## src/rtl/alu_arbiter_if.sv

```systemverilog
// Handshake and ALU bundle between two requesters, one consumer and the shared ALU.
// slave: arbiter side; master: requesters, consumer and ALU side.
interface alu_arbiter_if #(
  parameter int WIDTH = 32
);
  logic             req0_valid;
  logic             req0_ready;
  logic [WIDTH-1:0] req0_a;
  logic [WIDTH-1:0] req0_b;
  logic [3:0]       req0_op;
  logic             req1_valid;
  logic             req1_ready;
  logic [WIDTH-1:0] req1_a;
  logic [WIDTH-1:0] req1_b;
  logic [3:0]       req1_op;
  logic             rsp_valid;
  logic             rsp_ready;
  logic             rsp_id;
  logic [WIDTH-1:0] rsp_result;
  logic [3:0]       rsp_flags;
  logic             busy;
  logic [WIDTH-1:0] alu_a;
  logic [WIDTH-1:0] alu_b;
  logic [3:0]       alu_control;
  logic [WIDTH-1:0] alu_result;
  logic [3:0]       alu_flags;

  modport slave (
    input  req0_valid, req0_a, req0_b, req0_op,
    input  req1_valid, req1_a, req1_b, req1_op,
    input  rsp_ready, alu_result, alu_flags,
    output req0_ready, req1_ready,
    output rsp_valid, rsp_id, rsp_result, rsp_flags,
    output busy, alu_a, alu_b, alu_control
  );

  modport master (
    output req0_valid, req0_a, req0_b, req0_op,
    output req1_valid, req1_a, req1_b, req1_op,
    output rsp_ready, alu_result, alu_flags,
    input  req0_ready, req1_ready,
    input  rsp_valid, rsp_id, rsp_result, rsp_flags,
    input  busy, alu_a, alu_b, alu_control
  );
endinterface

```

## src/rtl/alu_arbiter.sv

```systemverilog
// Round-robin sharing of one ALU between two requesters, registered response.
// Ports: clk, rst_n (sync, active-low), bus (alu_arbiter_if.slave).
module alu_arbiter #(
  parameter int WIDTH      = 32,
  parameter int MUL_CYCLES = 2
) (
  input  logic          clk,
  input  logic          rst_n,
  alu_arbiter_if.slave  bus
);
  localparam logic [1:0] S_IDLE = 2'd0;
  localparam logic [1:0] S_EXEC = 2'd1;
  localparam logic [1:0] S_DONE = 2'd2;
  localparam logic [3:0] OP_MUL = 4'b0110;
  localparam logic [3:0] OP_NOP = 4'b0000;
  localparam logic [3:0] MUL_LD = 4'(MUL_CYCLES - 1);

  logic [1:0]       r_state;
  logic             r_last;
  logic             r_id;
  logic [3:0]       r_cnt;
  logic [WIDTH-1:0] r_alu_a;
  logic [WIDTH-1:0] r_alu_b;
  logic [3:0]       r_alu_op;
  logic             r_rsp_valid;
  logic             r_rsp_id;
  logic [WIDTH-1:0] r_rsp_result;
  logic [3:0]       r_rsp_flags;

  logic             w_idle;
  logic             w_any;
  logic             w_gid;
  logic [WIDTH-1:0] w_a;
  logic [WIDTH-1:0] w_b;
  logic [3:0]       w_op;

  // Contested cycles go to the port that did not win last time.
  assign w_idle = (r_state == S_IDLE);
  assign w_any  = bus.req0_valid | bus.req1_valid;
  assign w_gid  = (bus.req0_valid & bus.req1_valid)
                ? ~r_last : bus.req1_valid;
  assign w_a    = w_gid ? bus.req1_a  : bus.req0_a;
  assign w_b    = w_gid ? bus.req1_b  : bus.req0_b;
  assign w_op   = w_gid ? bus.req1_op : bus.req0_op;

  assign bus.req0_ready  = w_idle & w_any & ~w_gid;
  assign bus.req1_ready  = w_idle & w_any & w_gid;
  assign bus.busy        = ~w_idle;
  assign bus.alu_a       = r_alu_a;
  assign bus.alu_b       = r_alu_b;
  assign bus.alu_control = r_alu_op;
  assign bus.rsp_valid   = r_rsp_valid;
  assign bus.rsp_id      = r_rsp_id;
  assign bus.rsp_result  = r_rsp_result;
  assign bus.rsp_flags   = r_rsp_flags;

  // ALU input registers double as the operand latch: loaded
  // at accept, cleared at capture, so they are 0 outside EXEC.
  always_ff @(posedge clk) begin
    if (!rst_n) begin
      r_state      <= S_IDLE;
      r_last       <= 1'b1;
      r_id         <= 1'b0;
      r_cnt        <= '0;
      r_alu_a      <= '0;
      r_alu_b      <= '0;
      r_alu_op     <= OP_NOP;
      r_rsp_valid  <= 1'b0;
      r_rsp_id     <= 1'b0;
      r_rsp_result <= '0;
      r_rsp_flags  <= '0;
    end else begin
      unique case (r_state)
        S_IDLE: begin
          if (w_any) begin
            r_alu_a  <= w_a;
            r_alu_b  <= w_b;
            r_alu_op <= w_op;
            r_id     <= w_gid;
            r_last   <= w_gid;
            r_cnt    <= (w_op == OP_MUL) ? MUL_LD : 4'd0;
            r_state  <= S_EXEC;
          end
        end
        S_EXEC: begin
          if (r_cnt == 4'd0) begin
            r_rsp_result <= bus.alu_result;
            r_rsp_flags  <= bus.alu_flags;
            r_rsp_id     <= r_id;
            r_rsp_valid  <= 1'b1;
            r_alu_a      <= '0;
            r_alu_b      <= '0;
            r_alu_op     <= OP_NOP;
            r_state      <= S_DONE;
          end else begin
            r_cnt <= r_cnt - 4'd1;
          end
        end
        S_DONE: begin
          if (bus.rsp_ready) begin
            r_rsp_valid <= 1'b0;
            r_state     <= S_IDLE;
          end
        end
        default: r_state <= S_IDLE;
      endcase
    end
  end
endmodule

```

## src/flat_wrapper.sv

```systemverilog
// flat-port wrapper written by rule: the top's interface ports become plain ports
module alu_arbiter_flat 
#(
  parameter int WIDTH      = 32,
  parameter int MUL_CYCLES = 2
)
  (clk, rst_n, bus_req0_valid, bus_req0_a, bus_req0_b, bus_req0_op, bus_req1_valid, bus_req1_a, bus_req1_b, bus_req1_op, bus_rsp_ready, bus_alu_result, bus_alu_flags, bus_req0_ready, bus_req1_ready, bus_rsp_valid, bus_rsp_id, bus_rsp_result, bus_rsp_flags, bus_busy, bus_alu_a, bus_alu_b, bus_alu_control);
  alu_arbiter_if #(.WIDTH(WIDTH)) bus_i ();
  input  logic clk;
  input  logic rst_n;
  input wire logic [$bits(bus_i.req0_valid)-1:0] bus_req0_valid;
  input wire logic [$bits(bus_i.req0_a)-1:0] bus_req0_a;
  input wire logic [$bits(bus_i.req0_b)-1:0] bus_req0_b;
  input wire logic [$bits(bus_i.req0_op)-1:0] bus_req0_op;
  input wire logic [$bits(bus_i.req1_valid)-1:0] bus_req1_valid;
  input wire logic [$bits(bus_i.req1_a)-1:0] bus_req1_a;
  input wire logic [$bits(bus_i.req1_b)-1:0] bus_req1_b;
  input wire logic [$bits(bus_i.req1_op)-1:0] bus_req1_op;
  input wire logic [$bits(bus_i.rsp_ready)-1:0] bus_rsp_ready;
  input wire logic [$bits(bus_i.alu_result)-1:0] bus_alu_result;
  input wire logic [$bits(bus_i.alu_flags)-1:0] bus_alu_flags;
  output wire logic [$bits(bus_i.req0_ready)-1:0] bus_req0_ready;
  output wire logic [$bits(bus_i.req1_ready)-1:0] bus_req1_ready;
  output wire logic [$bits(bus_i.rsp_valid)-1:0] bus_rsp_valid;
  output wire logic [$bits(bus_i.rsp_id)-1:0] bus_rsp_id;
  output wire logic [$bits(bus_i.rsp_result)-1:0] bus_rsp_result;
  output wire logic [$bits(bus_i.rsp_flags)-1:0] bus_rsp_flags;
  output wire logic [$bits(bus_i.busy)-1:0] bus_busy;
  output wire logic [$bits(bus_i.alu_a)-1:0] bus_alu_a;
  output wire logic [$bits(bus_i.alu_b)-1:0] bus_alu_b;
  output wire logic [$bits(bus_i.alu_control)-1:0] bus_alu_control;
  assign bus_i.req0_valid = bus_req0_valid;
  assign bus_i.req0_a = bus_req0_a;
  assign bus_i.req0_b = bus_req0_b;
  assign bus_i.req0_op = bus_req0_op;
  assign bus_i.req1_valid = bus_req1_valid;
  assign bus_i.req1_a = bus_req1_a;
  assign bus_i.req1_b = bus_req1_b;
  assign bus_i.req1_op = bus_req1_op;
  assign bus_i.rsp_ready = bus_rsp_ready;
  assign bus_i.alu_result = bus_alu_result;
  assign bus_i.alu_flags = bus_alu_flags;
  assign bus_req0_ready = bus_i.req0_ready;
  assign bus_req1_ready = bus_i.req1_ready;
  assign bus_rsp_valid = bus_i.rsp_valid;
  assign bus_rsp_id = bus_i.rsp_id;
  assign bus_rsp_result = bus_i.rsp_result;
  assign bus_rsp_flags = bus_i.rsp_flags;
  assign bus_busy = bus_i.busy;
  assign bus_alu_a = bus_i.alu_a;
  assign bus_alu_b = bus_i.alu_b;
  assign bus_alu_control = bus_i.alu_control;
  alu_arbiter #(.WIDTH(WIDTH), .MUL_CYCLES(MUL_CYCLES)) u_core (.clk(clk), .rst_n(rst_n), .bus(bus_i));
endmodule
```

## config.mk

```make
export PLATFORM = sky130hd
export DESIGN_NAME = alu_arbiter_flat
export DESIGN_NICKNAME = d
export VERILOG_FILES = /design/src/rtl/alu_arbiter_if.sv /design/src/rtl/alu_arbiter.sv /design/src/flat_wrapper.sv
export SDC_FILE = /design/constraint.sdc
export NUM_CORES = 1
export LEC_CHECK = 0
export ABC_CLOCK_PERIOD_IN_PS = 2900
export BUFFER_PORTS_ARGS = -buffer_cell sky130_fd_sc_hd__buf_2
export CAP_MARGIN = 20
export CORE_AREA = 3 3 111 113
export DETAILED_ROUTE_END_ITERATION = 10
export DIE_AREA = 0 0 114 116
export PLACE_DENSITY = 0.88
export SETUP_SLACK_MARGIN = 0.2
export SLEW_MARGIN = 10
export SYNTH_ARGS = -nofsm -noshare
export SYNTH_HDL_FRONTEND = slang
export SYNTH_SLANG_ARGS = --single-unit
```

## constraint.sdc

```tcl
create_clock -name clk -period 2.9 [get_ports clk]
set_input_delay 0.29 -clock clk [delete_from_list [all_inputs] [get_ports clk]]
set_output_delay 0.29 -clock clk [all_outputs]
set_load 0.05 [all_outputs]
```

======== After elaboration in Yosys (flattened, before gate mapping) ========
Cells that the tools add are included.
word-level totals
  bits in registers ....................... 114
  input bits .............................. 177
  output and inout port bits .............. 109
  word-level logic and storage cells ...... 60
operators by class
  $add $sub $neg .......................... 1
  equality and inequality tests ........... 7
  muxes and demuxes ....................... 23
  bitwise operators ....................... 8
  reduce and logical (&&, ||, !) cells .... 10
operators with widths
  kind                   count
  $mux W32               5
  $pmux W32 S2           2
  $mux W4                5
  $pmux W4 S2            2
  $reduce_and A3 Y1      4
  $mux W2                3
  $ne A2 B2 Y1 const B   3
  $pmux W2 S3            1
  $and A1 B1 Y1          4
  $eq A4 B3 Y1 const B   1
  $logic_not A4 Y1       1
  $mux W1                4
  $reduce_and A2 Y1      2
  $reduce_bool A2 Y1     2
  $sub A4 B1 Y4 const B  1
  $not A1 Y1             3
  $eq A2 B1 Y1 const B   1
  $eq A2 B2 Y1 const B   1
  $logic_not A2 Y1       1
  $ne A2 B1 Y1 const B   1
  $pmux W1 S2            1
  $or A1 B1 Y1           1

======== Depth between registers and ports, before layout ========
  word-level depth ........................ 7
  depth in mapped cells ................... 8
  mapped depth without buffers ............ 6

======== Least setup slack after synthesis ========
Ideal clock, no wire load.
  path kind ............................... register -> output
  start ................................... register u_core.r_state[1]
  end ..................................... output port bus_req0_ready
  data arrival time ....................... 2.089 ns
  required time ........................... 2.610 ns
  setup slack ............................. 0.521 ns
  cell stages (with the launch flop) ...... 8
  buffers on the path ..................... 4
  cells stage by stage .................... dfxtp_1 > or2_1 > buf_2 > or2_1 > buf_2 > buf_6 > buf_2 > nor2_1
between the ends
  cells in the longest elaborated chain, start to end .. 3
ends and longest elaborated chain
  what                         line                RTL
  start, declared              alu_arbiter.sv:18   logic [1:0] r_state;
  start signal, assigned       alu_arbiter.sv:61   r_state <= S_IDLE;
  start signal, assigned       alu_arbiter.sv:82   r_state <= S_EXEC;
  start signal, assigned       alu_arbiter.sv:94   r_state <= S_DONE;
  $logic_not A2 Y1             alu_arbiter.sv:38   assign w_idle = (r_state == S_IDLE);
  $and A1 B1 Y1 (2 in series)  alu_arbiter.sv:46   assign bus.req0_ready = w_idle & w_any & ~w_gid;
  end, declared                flat_wrapper.sv:22  output wire logic [$bits(bus_i.req0_ready)-1:0] bus_req0_ready;
Every way passes these cells.

======== Worst setup path in the final report ========
  start ................................... register u_core.r_state[0]
  end ..................................... output port bus_req0_ready
The elaborated chain is that of the path after synthesis.

==> out/qor.csv <==
metric;value;unit
status;finished clean;
synth_nets;851;
fin_skew;0.00605;ns
regToRegSetupSlack;0.83;ns
path_class;flop to output pin;
cts_htree_levels;4;
ir_worst_vdd;0.788;mV
cts_buffers;17;
coreArea;11400;sq um
synth_cell_types;32;
cp.arrival;2.03;ns
num-fill-cells;1006;
powerDensity;982;nW/um^2
seq_area_frac_synth;0.445;
hpwl;11100;um
syn_to_final_growth;40.4;%
hold_violations;0;
syn_area;5130;sq um
grt_max_degree;71;
synth-edff-count;0;
dp.cells;1051;
min_from;bus_alu_result[0];
nNetsFinal;1106;
layout_setup_ws;0.576;ns
reg2reg_from;u_core.r_state[0];
dieWidth;114;um
drtPass1Iterations;6;
timing.fmax;430;MHz
drive_gt1_frac;0.379;
fin_hold_ws;0.110;ns
total_leakage_power;0.00352;uW
drc;0;
dieArea;13200;sq um
cts_max_path_buffers;2;
setup_viol_count_final;0;
fin_cells;1082;
n_antenna_cell;0;
synth.area.top_cells;dfxtp_1 44%, nand2_1 16%, a21o_1 9.9%, a21oi_1 7.8%, nand3_1 6.6%;
ios;286;
synth_warnings;0;
gp_congestion;0.801;
synthCells;672;
tightest_slew;0.763;ns
worstPathCellList;or2_1, or2_4, nor2_1, buf_2;
hold_depth;3;
yosysTopAreaCell;dfxtp_1;
yosysMostFrequentCell;nand2_1;
post_cts_buffers;0;
start_util;0.450;
viasPerCell;5.10;
critPathLaunchType;flop;
grt_overflow;0;
synth_commonest_cells;214 x nand2_1, 114 x dfxtp_1, 80 x a21oi_1;
dpl_worst_slack;0.819;ns
numPortBuffers;285;
worstPathMaxFanout;70;
hold_end;u_core.bus.rsp_result[0];
clkLatencyLatePin;0.41;ns
layout_min_cycle_time;2.32;ns
tritoncts;done;
root_buffer;clkbuf_16;
worstPathRequired;2.61;ns
rsz0062_at_grt;no;
ctsHoldBuffers;0;
async_flop_share;0;
setup_tns;0;ns
slew_viol_final;0;
grt_pass1_wl;23900;um
fin_crit_sh;0.801;
timing.rr.end;u_core.bus.alu_a[29];
path_clk_slew;0.05;ns
slew_headroom;0.492;
end_kind;output pin;
syn_area_per_cell;7.64;sq um
track_usage;0.229;
antenna_found_initial;0;
slowest_stage;or2_4;
ant_nets;0;
wl;15800;um
cts_resized;0;
drv_cap;0;
clock_sinks;114;
synth_top_cell_area_share;0.445;
first_iter_violations;489;
reg2reg_depth;5;
wl_per_cell;14.6;um
hp-class;input pin to flop;
ys_ff_latch;114;
ys.flop_type;dfxtp_1;
die_h;116;um
slowest_delay;0.65;ns
grt_pass1_vias;4951;
num_vias;5513;
rows;39;
report_power, final:
group          total [uW]  leakage, uW  internal [uW]  switching [uW]
logic                2960      0.00229            808            2150
registers            2060     0.000935           1890             168
clock network        2060     0.000293           1390             671
critical path: cells and delay by family, from the launching register on:
kind                   cells  cell delay (ns)
buffers and inverters      1             0.24
DFF                        1             0.38
and+or+nand+nor            3             0.97
final cells by class:
type,count,area [sq um],share of cell area
timing repair buffer,294,1540,0.214
multi-input combinational,497,2590,0.360
inverter,3,13.8,0.00191
tap,143,179,0.0248
clock buffer,27,523,0.0726
sequential,114,2280,0.317
clock inverter,4,70.1,0.00972
logic make-up after synthesis:
| family | count (synthesis) | share of synthesized area |
|---|---|---|
| adders and majority gates | 2 | 0.00487 |
| DFF | 114 | 0.445 |
| buffers and inverters | 61 | 0.0541 |
| AOI/OAI and AO/OA | 187 | 0.242 |
| muxes | 2 | 0.00390 |
| and+or+nand+nor | 306 | 0.251 |
registers in the layout, indices dropped and copies added, names as in the netlist:
name                    count
u_core.r_cnt                4
u_core.bus.rsp_id           1
u_core.bus.alu_a           32
u_core.bus.rsp_flags        4
u_core.bus.alu_control      4
u_core.bus.rsp_result      32
u_core.bus.rsp_valid        1
u_core.r_id                 1
u_core.r_state              2
u_core.r_last               1
u_core.bus.alu_b           32
worst max path at each step:
stage	start	to	cells after the start
3_5_place_dp	bus_req0_valid	u_core.bus.alu_a[28]	6
3_3_place_gp	bus_req0_valid	u_core.bus.alu_a[22]	6
4_1_cts	u_core.r_state[0]	bus_req0_ready	4
5_1_grt	u_core.r_state[0]	bus_req0_ready	4
2_1_floorplan	u_core.r_state[1]	bus_req0_ready	7
6_report	u_core.r_state[0]	bus_req0_ready	4
routing by layer:
| metal | global-route usage | wire (um) | share of wire |
|---|---|---|---|
| met5 | 0 | 0 | 0 |
| met4 | 0.0974 | 324 | 0.020 |
| met3 | 0.0705 | 1230 | 0.078 |
| met2 | 0.379 | 7760 | 0.49 |
| met1 | 0.277 | 6500 | 0.41 |
per-stage QoR:
stage / power, uW / area, sq um / util
6_report: 7070 / 7210 / 0.631
5_1_grt: 7430 / 7210 / 0.631
4_1_cts: 7130 / 7210 / 0.631
3_5_place_dp: 5040 / 6610 / 0.579
3_3_place_gp: 5010 / 6610 / 0.579
2_1_floorplan: 4330 / 5130 / -
placed cells by master (no fill, tap or decap), types with 2 or more instances in the layout:
cell type  count
buf_2        285
nand2_1      213
dfxtp_1      114
a21oi_1       80
nand3_1       68
a21o_1        68
a21oi_2       30
clkbuf_16     17
nor2_1         8
clkbuf_8       6
buf_4          5
clkbuf_1       4
buf_12         4
nand2b_1       3
and2_1         3
inv_1          2
nand4b_1       2
mux2i_1        2
nor4bb_1       2
o211ai_1       2
ha_1           2
clkinv_2       2
bufinv_16      2
Note: power is estimated with default switching activity, not from simulation.
